## src/rtl/mem_arbiter_pkg.sv

```systemverilog
// Shared types and default geometry for the memory arbiter and the memory it fronts.
// The lock state enum is used by the arbiter's lock FSM.
package mem_pkg;

  localparam int DEFAULT_WIDTH = 8;
  localparam int DEFAULT_DEPTH = 16;

  typedef enum logic {
    UNLOCKED = 1'b0,
    LOCKED   = 1'b1
  } lock_state_e;

  // Successor of a requester index with wrap-around at num_req.
  function automatic int next_index(input int idx, input int num_req);
    return (idx + 1) % num_req;
  endfunction

endpackage

```

## src/rtl/mem_arbiter_if.sv

```systemverilog
// Bundle of requester-side and memory-side signals around mem_arbiter.
// slave = the arbiter's view; master = requesters plus the memory.
interface mem_arbiter_if #(
  parameter int NUM_REQ    = 4,
  parameter int WIDTH      = mem_pkg::DEFAULT_WIDTH,
  parameter int ADDR_WIDTH = $clog2(mem_pkg::DEFAULT_DEPTH)
);

  logic [NUM_REQ-1:0]            req_valid;
  logic [NUM_REQ-1:0]            req_wr;
  logic [NUM_REQ-1:0]            req_lock;
  logic [NUM_REQ*ADDR_WIDTH-1:0] req_addr;
  logic [NUM_REQ*WIDTH-1:0]      req_wdata;
  logic [NUM_REQ-1:0]            req_ready;

  logic [NUM_REQ-1:0]            rsp_valid;
  logic [WIDTH-1:0]              rsp_rdata;

  logic                          mem_valid;
  logic                          mem_wr_rd_en;
  logic [ADDR_WIDTH-1:0]         mem_addr;
  logic [WIDTH-1:0]              mem_wdata;
  logic [WIDTH-1:0]              mem_rdata;
  logic                          mem_ready;

  modport slave (
    input  req_valid, req_wr, req_lock, req_addr, req_wdata,
    input  mem_rdata, mem_ready,
    output req_ready, rsp_valid, rsp_rdata,
    output mem_valid, mem_wr_rd_en, mem_addr, mem_wdata
  );

  modport master (
    output req_valid, req_wr, req_lock, req_addr, req_wdata,
    output mem_rdata, mem_ready,
    input  req_ready, rsp_valid, rsp_rdata,
    input  mem_valid, mem_wr_rd_en, mem_addr, mem_wdata
  );

endinterface

```

## src/rtl/mem_arbiter_rr.sv

```systemverilog
// Combinational round-robin grant: a valid forced owner wins, otherwise the first
// requester at or above ptr (wrapping) is granted.
module rr_arbiter #(
  parameter int NUM_REQ = 4,
  parameter int IDX_W   = $clog2(NUM_REQ)
) (
  input  logic [NUM_REQ-1:0] req,
  input  logic [IDX_W-1:0]   ptr,
  input  logic               force_en,
  input  logic [IDX_W-1:0]   force_id,
  output logic [NUM_REQ-1:0] grant,
  output logic [IDX_W-1:0]   grant_id,
  output logic               grant_any
);

  int               idx;
  logic [IDX_W-1:0] sel;

  always_comb begin
    grant     = '0;
    grant_id  = '0;
    grant_any = 1'b0;
    idx       = 0;
    sel       = '0;
    if (force_en && req[force_id]) begin
      grant_any = 1'b1;
      grant_id  = force_id;
    end else begin
      for (int i = 0; i < NUM_REQ; i++) begin
        idx = (int'(ptr) + i) % NUM_REQ;
        sel = IDX_W'(idx);
        if (!grant_any && req[sel]) begin
          grant_any = 1'b1;
          grant_id  = sel;
        end
      end
    end
    if (grant_any) begin
      grant[grant_id] = 1'b1;
    end
  end

endmodule

```

## src/rtl/mem_arbiter.sv

```systemverilog
// Round-robin arbiter sharing one single-port memory among NUM_REQ requesters,
// with a bounded lock for back-to-back accesses and a one-cycle response stage.
module mem_arbiter
  import mem_pkg::*;
#(
  parameter int NUM_REQ    = 4,
  parameter int WIDTH      = DEFAULT_WIDTH,
  parameter int DEPTH      = DEFAULT_DEPTH,
  parameter int ADDR_WIDTH = $clog2(DEPTH),
  parameter int MAX_LOCK   = 8
) (
  input logic          clk,
  input logic          reset,
  mem_arbiter_if.slave bus
);

  localparam int IDX_W   = $clog2(NUM_REQ);
  localparam int CNT_W   = $clog2(MAX_LOCK + 1);
  localparam bit LOCK_EN = (MAX_LOCK > 1);

  lock_state_e        state, state_next;
  logic [IDX_W-1:0]   owner, owner_next;
  logic [CNT_W-1:0]   lock_cnt, lock_cnt_next;
  logic [IDX_W-1:0]   rr_ptr, rr_ptr_next;

  logic               rsp_pend;
  logic [IDX_W-1:0]   rsp_id;
  logic               rsp_wr;

  logic [NUM_REQ-1:0] req_eff;
  logic [NUM_REQ-1:0] grant;
  logic [IDX_W-1:0]   gid;
  logic               xfer;

  // Reset masks all requests so nothing is granted while it is held.
  assign req_eff = reset ? '0 : bus.req_valid;

  rr_arbiter #(
    .NUM_REQ (NUM_REQ),
    .IDX_W   (IDX_W)
  ) u_rr (
    .req       (req_eff),
    .ptr       (rr_ptr),
    .force_en  (state == LOCKED),
    .force_id  (owner),
    .grant     (grant),
    .grant_id  (gid),
    .grant_any (xfer)
  );

  assign bus.req_ready = grant;

  always_comb begin
    bus.mem_valid    = 1'b0;
    bus.mem_wr_rd_en = 1'b0;
    bus.mem_addr     = '0;
    bus.mem_wdata    = '0;
    if (xfer) begin
      bus.mem_valid    = 1'b1;
      bus.mem_wr_rd_en = bus.req_wr[gid];
      bus.mem_addr     = bus.req_addr[int'(gid)*ADDR_WIDTH +: ADDR_WIDTH];
      bus.mem_wdata    = bus.req_wdata[int'(gid)*WIDTH +: WIDTH];
    end
  end

  always_comb begin
    rr_ptr_next = rr_ptr;
    if (xfer) begin
      rr_ptr_next = IDX_W'(next_index(int'(gid), NUM_REQ));
    end
  end

  // lock_cnt counts grants already taken under the lock, so the grant that
  // would make it reach MAX_LOCK is the releasing one.
  always_comb begin
    state_next    = state;
    owner_next    = owner;
    lock_cnt_next = lock_cnt;
    case (state)
      UNLOCKED: begin
        if (LOCK_EN && xfer && bus.req_lock[gid]) begin
          state_next    = LOCKED;
          owner_next    = gid;
          lock_cnt_next = CNT_W'(1);
        end
      end
      LOCKED: begin
        if (!req_eff[owner]) begin
          state_next    = UNLOCKED;
          lock_cnt_next = '0;
          if (xfer && bus.req_lock[gid]) begin
            state_next    = LOCKED;
            owner_next    = gid;
            lock_cnt_next = CNT_W'(1);
          end
        end else if (bus.req_lock[owner] && (int'(lock_cnt) + 1 < MAX_LOCK)) begin
          lock_cnt_next = lock_cnt + 1'b1;
        end else begin
          state_next    = UNLOCKED;
          lock_cnt_next = '0;
        end
      end
      default: begin
        state_next    = UNLOCKED;
        lock_cnt_next = '0;
      end
    endcase
  end

  always_ff @(posedge clk) begin
    if (reset) begin
      state    <= UNLOCKED;
      owner    <= '0;
      lock_cnt <= '0;
      rr_ptr   <= '0;
      rsp_pend <= 1'b0;
      rsp_id   <= '0;
      rsp_wr   <= 1'b0;
    end else begin
      state    <= state_next;
      owner    <= owner_next;
      lock_cnt <= lock_cnt_next;
      rr_ptr   <= rr_ptr_next;
      rsp_pend <= xfer;
      rsp_id   <= gid;
      rsp_wr   <= bus.mem_wr_rd_en;
    end
  end

  // A response registered just before reset is dropped while reset is held.
  always_comb begin
    bus.rsp_valid = '0;
    bus.rsp_rdata = '0;
    if (rsp_pend && !reset) begin
      bus.rsp_valid[rsp_id] = 1'b1;
      if (!rsp_wr) begin
        bus.rsp_rdata = bus.mem_rdata;
      end
    end
  end

  mem_ready_during_rsp: assert property (@(posedge clk) disable iff (reset)
    rsp_pend |-> bus.mem_ready);

  mem_addr_in_range: assert property (@(posedge clk) disable iff (reset)
    bus.mem_valid |-> (int'(bus.mem_addr) < DEPTH));

endmodule

```

## src/flat_wrapper.sv

```systemverilog
// flat-port wrapper written by rule: the top's interface ports become plain ports
module mem_arbiter_flat import mem_pkg::*;
#(
  parameter int NUM_REQ    = 4,
  parameter int WIDTH      = DEFAULT_WIDTH,
  parameter int DEPTH      = DEFAULT_DEPTH,
  parameter int ADDR_WIDTH = $clog2(DEPTH),
  parameter int MAX_LOCK   = 8
)
  (clk, reset, bus_req_valid, bus_req_wr, bus_req_lock, bus_req_addr, bus_req_wdata, bus_mem_rdata, bus_mem_ready, bus_req_ready, bus_rsp_valid, bus_rsp_rdata, bus_mem_valid, bus_mem_wr_rd_en, bus_mem_addr, bus_mem_wdata);
  mem_arbiter_if #(.NUM_REQ(NUM_REQ), .WIDTH(WIDTH), .ADDR_WIDTH(ADDR_WIDTH)) bus_i ();
  input logic clk;
  input logic reset;
  input wire logic [$bits(bus_i.req_valid)-1:0] bus_req_valid;
  input wire logic [$bits(bus_i.req_wr)-1:0] bus_req_wr;
  input wire logic [$bits(bus_i.req_lock)-1:0] bus_req_lock;
  input wire logic [$bits(bus_i.req_addr)-1:0] bus_req_addr;
  input wire logic [$bits(bus_i.req_wdata)-1:0] bus_req_wdata;
  input wire logic [$bits(bus_i.mem_rdata)-1:0] bus_mem_rdata;
  input wire logic [$bits(bus_i.mem_ready)-1:0] bus_mem_ready;
  output wire logic [$bits(bus_i.req_ready)-1:0] bus_req_ready;
  output wire logic [$bits(bus_i.rsp_valid)-1:0] bus_rsp_valid;
  output wire logic [$bits(bus_i.rsp_rdata)-1:0] bus_rsp_rdata;
  output wire logic [$bits(bus_i.mem_valid)-1:0] bus_mem_valid;
  output wire logic [$bits(bus_i.mem_wr_rd_en)-1:0] bus_mem_wr_rd_en;
  output wire logic [$bits(bus_i.mem_addr)-1:0] bus_mem_addr;
  output wire logic [$bits(bus_i.mem_wdata)-1:0] bus_mem_wdata;
  assign bus_i.req_valid = bus_req_valid;
  assign bus_i.req_wr = bus_req_wr;
  assign bus_i.req_lock = bus_req_lock;
  assign bus_i.req_addr = bus_req_addr;
  assign bus_i.req_wdata = bus_req_wdata;
  assign bus_i.mem_rdata = bus_mem_rdata;
  assign bus_i.mem_ready = bus_mem_ready;
  assign bus_req_ready = bus_i.req_ready;
  assign bus_rsp_valid = bus_i.rsp_valid;
  assign bus_rsp_rdata = bus_i.rsp_rdata;
  assign bus_mem_valid = bus_i.mem_valid;
  assign bus_mem_wr_rd_en = bus_i.mem_wr_rd_en;
  assign bus_mem_addr = bus_i.mem_addr;
  assign bus_mem_wdata = bus_i.mem_wdata;
  mem_arbiter #(.NUM_REQ(NUM_REQ), .WIDTH(WIDTH), .DEPTH(DEPTH), .ADDR_WIDTH(ADDR_WIDTH), .MAX_LOCK(MAX_LOCK)) u_core (.clk(clk), .reset(reset), .bus(bus_i));
endmodule
```

## config.mk

```make
export PLATFORM = sky130hd
export DESIGN_NAME = mem_arbiter_flat
export DESIGN_NICKNAME = d
export VERILOG_FILES = /design/src/rtl/mem_arbiter_pkg.sv /design/src/rtl/mem_arbiter_if.sv /design/src/rtl/mem_arbiter_rr.sv /design/src/rtl/mem_arbiter.sv /design/src/flat_wrapper.sv
export SDC_FILE = /design/constraint.sdc
export NUM_CORES = 1
export LEC_CHECK = 0
export ABC_AREA = 0
export CORE_MARGIN = 2
export CORE_UTILIZATION = 36
export DETAILED_ROUTE_END_ITERATION = 6
export GPL_ROUTABILITY_DRIVEN = 0
export PLACE_DENSITY = 0.85
export RECOVER_POWER = 100
export SLEW_MARGIN = 20
export SYNTH_ARGS = -nofsm -noshare
export SYNTH_HDL_FRONTEND = slang
export SYNTH_SLANG_ARGS = --single-unit
```

## constraint.sdc

```tcl
create_clock -name clk -period 3.7 [get_ports clk]
set_input_delay 0.74 -clock clk [delete_from_list [all_inputs] [get_ports clk]]
set_output_delay 0.74 -clock clk [all_outputs]
set_load 0.05 [all_outputs]
```

==> flow_summary.ini <==
[cts]
cts.path.max_buffers = 2
clk_latency_ps = 250
clk_pin_slew_ps = 60
cts_made_buffers = 3
root_buffer = clkbuf_8
cts_htree_levels = 1
clkSinkCount = 13
cts_tree = built

[critical_path]
end_kind = primary output
max_stage_delay_ps = 480
path_common_cell = mux4_2
slowest_stage = mux4_2
path_buf_inv = 4
crit_required_ps = 2960
crit_type = in2out
start_kind = primary input
timing.rr.start = u_core.owner[0]
arrival_ps = 2880
cp_max_fo = 6
cp_cell_sequence = buf_2 > mux4_2 > and2_4 > a2111oi_4 > a31oi_2 > clkinv_4 > buf_12 > mux4_2 > and2_0 > buf_6
critPathLaunch = bus_req_valid[2]
cp_top_family = multiplexers
reg2reg_slack_ps = 600

[detailed_routing]
ant_nets = 0
dr.pass1.iters = 4
drt_iter0_markers = 41
vias_per_cell = 5.430
wl_per_cell_um = 17.83
vias = 1819
drc_errors = 0
wl_um = 5974

[synth]
synth_top_area_cell = dfxtp_1
syn-cell-area_mm2 = 0.001486
synth_fp_nets = 234
synth.area.top_cells = dfxtp_1 (18%), mux4_2 (17%), and2_1 (12%), mux4_1 (7.1%), ha_1 (4.2%)
synth_edf_count = 0
postSynthCellCount = 158
ys_seq_elements = 13
synth_flop_cell = dfxtp_1
yosysTopAreaCellShare = 0.1751
synth_cell_types = 40
yosys_warnings = 0
yosysSeqAreaShare = 0.1751
ys_async_sr_fraction = 0
syn_avg_cell_area_um2 = 9.408

[timing]
hold_viol = 0
drv_slew = 0
worst_slew_pin_slew_ps = 706.4
fin_worst_skew_ps = 2.337
rsz0062_at_grt = false
hold_slack_ps = 457.5
clock.fmax_mhz = 276.1
period_needed_ps = 3622
relSlewSlack = 0.5262
fin_crit_sh = 0.9790
setup_viol = 0

[pwr]
p_leak_nw = 1.166
powerDensity_mw_per_mm2 = 250.3
power_mw = 0.7227
ir_drop_uv = 140.4

[min_path]
worstHoldStart = u_core.lock_cnt[3]
hp-class = reg2reg

[grt]
grt_remaining_overflow = 0
grt_start_max_net_pins = 18
grt_pass1_wl_um = 8438
antenna_found_initial = 0
grt_pass1_vias = 1756
grt_use_total = 0.2482

[floorplan]
fp.dieW_um = 68.26
io_pins = 101
core_mm2 = 0.004000
die_area_mm2 = 0.004659
die_h_um = 68.26
start_util = 0.3716
rows = 23

[layout]
fin_cells = 335
nets = 362
final_cell_mix = clkdlybuf4s50_1 (64), buf_4 (21), mux4_2 (15), buf_12 (13), dfxtp_1 (13)
multiInputGateArea_mm2 = 0.001126
layout_commonest_cell = clkdlybuf4s50_1
diodes = 0
fill_cells = 288
areaGrowthSynthToFinish_pct = 94.28
ff_latch_area_um2 = 260.3
drive_gt1_frac = 0.3263

[outcome]
status = complete, no violations

[place]
dp_hpwl_um = 4517
port_buffers = 99
post-place-cells = 329

[job]
cap_violations = 0
[synth_stat cells (2+ instances only)]
| cell | count |
|---|---|
| o41ai_1 | 2 |
| mux2_2 | 2 |
| nand3b_1 | 2 |
| and3_1 | 3 |
| a21o_1 | 2 |
| nor2b_1 | 3 |
| a31o_2 | 3 |
| dfxtp_1 | 13 |
| a211oi_2 | 2 |
| a2111oi_4 | 2 |
| o21ai_0 | 4 |
| nand3_1 | 2 |
| nor2_1 | 5 |
| inv_1 | 12 |
| and2_1 | 28 |
| nand2b_1 | 2 |
| buf_2 | 2 |
| ha_1 | 5 |
| clkbuf_1 | 4 |
| mux4_1 | 4 |
| nand2_1 | 12 |
| o311ai_0 | 2 |
| a311oi_1 | 3 |
| nor3_1 | 3 |
| mux4_2 | 11 |
| a21oi_1 | 6 |
| a31oi_1 | 6 |
[worst min-delay path: stages (launching register included)]
cell and delay [ps]:
dfxtp_1 310, nand2_1 60, nor3_1 40
[power breakdown]
part           switching (mW)  internal, mW  leakage [nW]
Combinational           0.208         0.226          1.04
Sequential            0.00985         0.151         0.107
Clock                  0.0524        0.0762        0.0228
Total                   0.270         0.453          1.17
[path summary, 6_finish.rpt]
kind / to / depth (start not counted)
max: bus_mem_addr[0] / 10
min: u_core.lock_cnt[3] / 2
max reg2reg: u_core.lock_cnt[1] / 10
min reg2reg: u_core.lock_cnt[3] / 2
[repair_timing]
| action | in CTS | in global routing |
|---|---|---|
| hold buffers | 0 | 0 |
| gates resized for setup | 51 | 1 |
| pin swaps | 10 | 0 |
| endpoints found under the setup margin | 17 | 7 |
| buffers inserted | 2 | 0 |
[cells by family after synthesis]
group	share of synthesized area
buffers and inverters	0.06734
adders and majority gates	0.04209
muxes	0.2525
and+or+nand+nor	0.2450
DFF	0.1751
AOI/OAI and AO/OA	0.2180
[layer usage]
metal  GRT usage  part of all wire  vias to the layer above
li1            -                 -                      852
met1      0.2609              0.35                      865
met2      0.4551              0.55                       83
met3     0.06579             0.069                       19
met4      0.1175             0.033                        0
met5           0                 0                        -
[registers in the layout, indices dropped and copies added, names as in the netlist]
register and cells:
u_core.rsp_pend 1, u_core.rsp_wr 1, u_core.lock_cnt 4, u_core.rr_ptr 2, u_core.owner 2, u_core.rsp_id 2, u_core.state 1
[layout make-up]
cell class                 count  area share
clock buffer                   4     0.01560
inverter                      13     0.01863
multi-input combinational    124      0.3899
sequential                    13     0.09012
tap                           50     0.02166
timing repair buffer         131      0.4640
[stage by stage]
step	TNS (ps)	util	worst slack, ps	cell area [um^2]
finish	0	0.7219	77.72	2888
global route	0	0.7219	14.21	2888
CTS	0	0.7388	52.10	2955
detailed placement	-6632	0.7028	-523.5	2811
global placement	-6172	0.7028	-467.6	2811
floorplan	0	-	2.308	1486
Note: power is estimated with default switching activity, not from simulation.
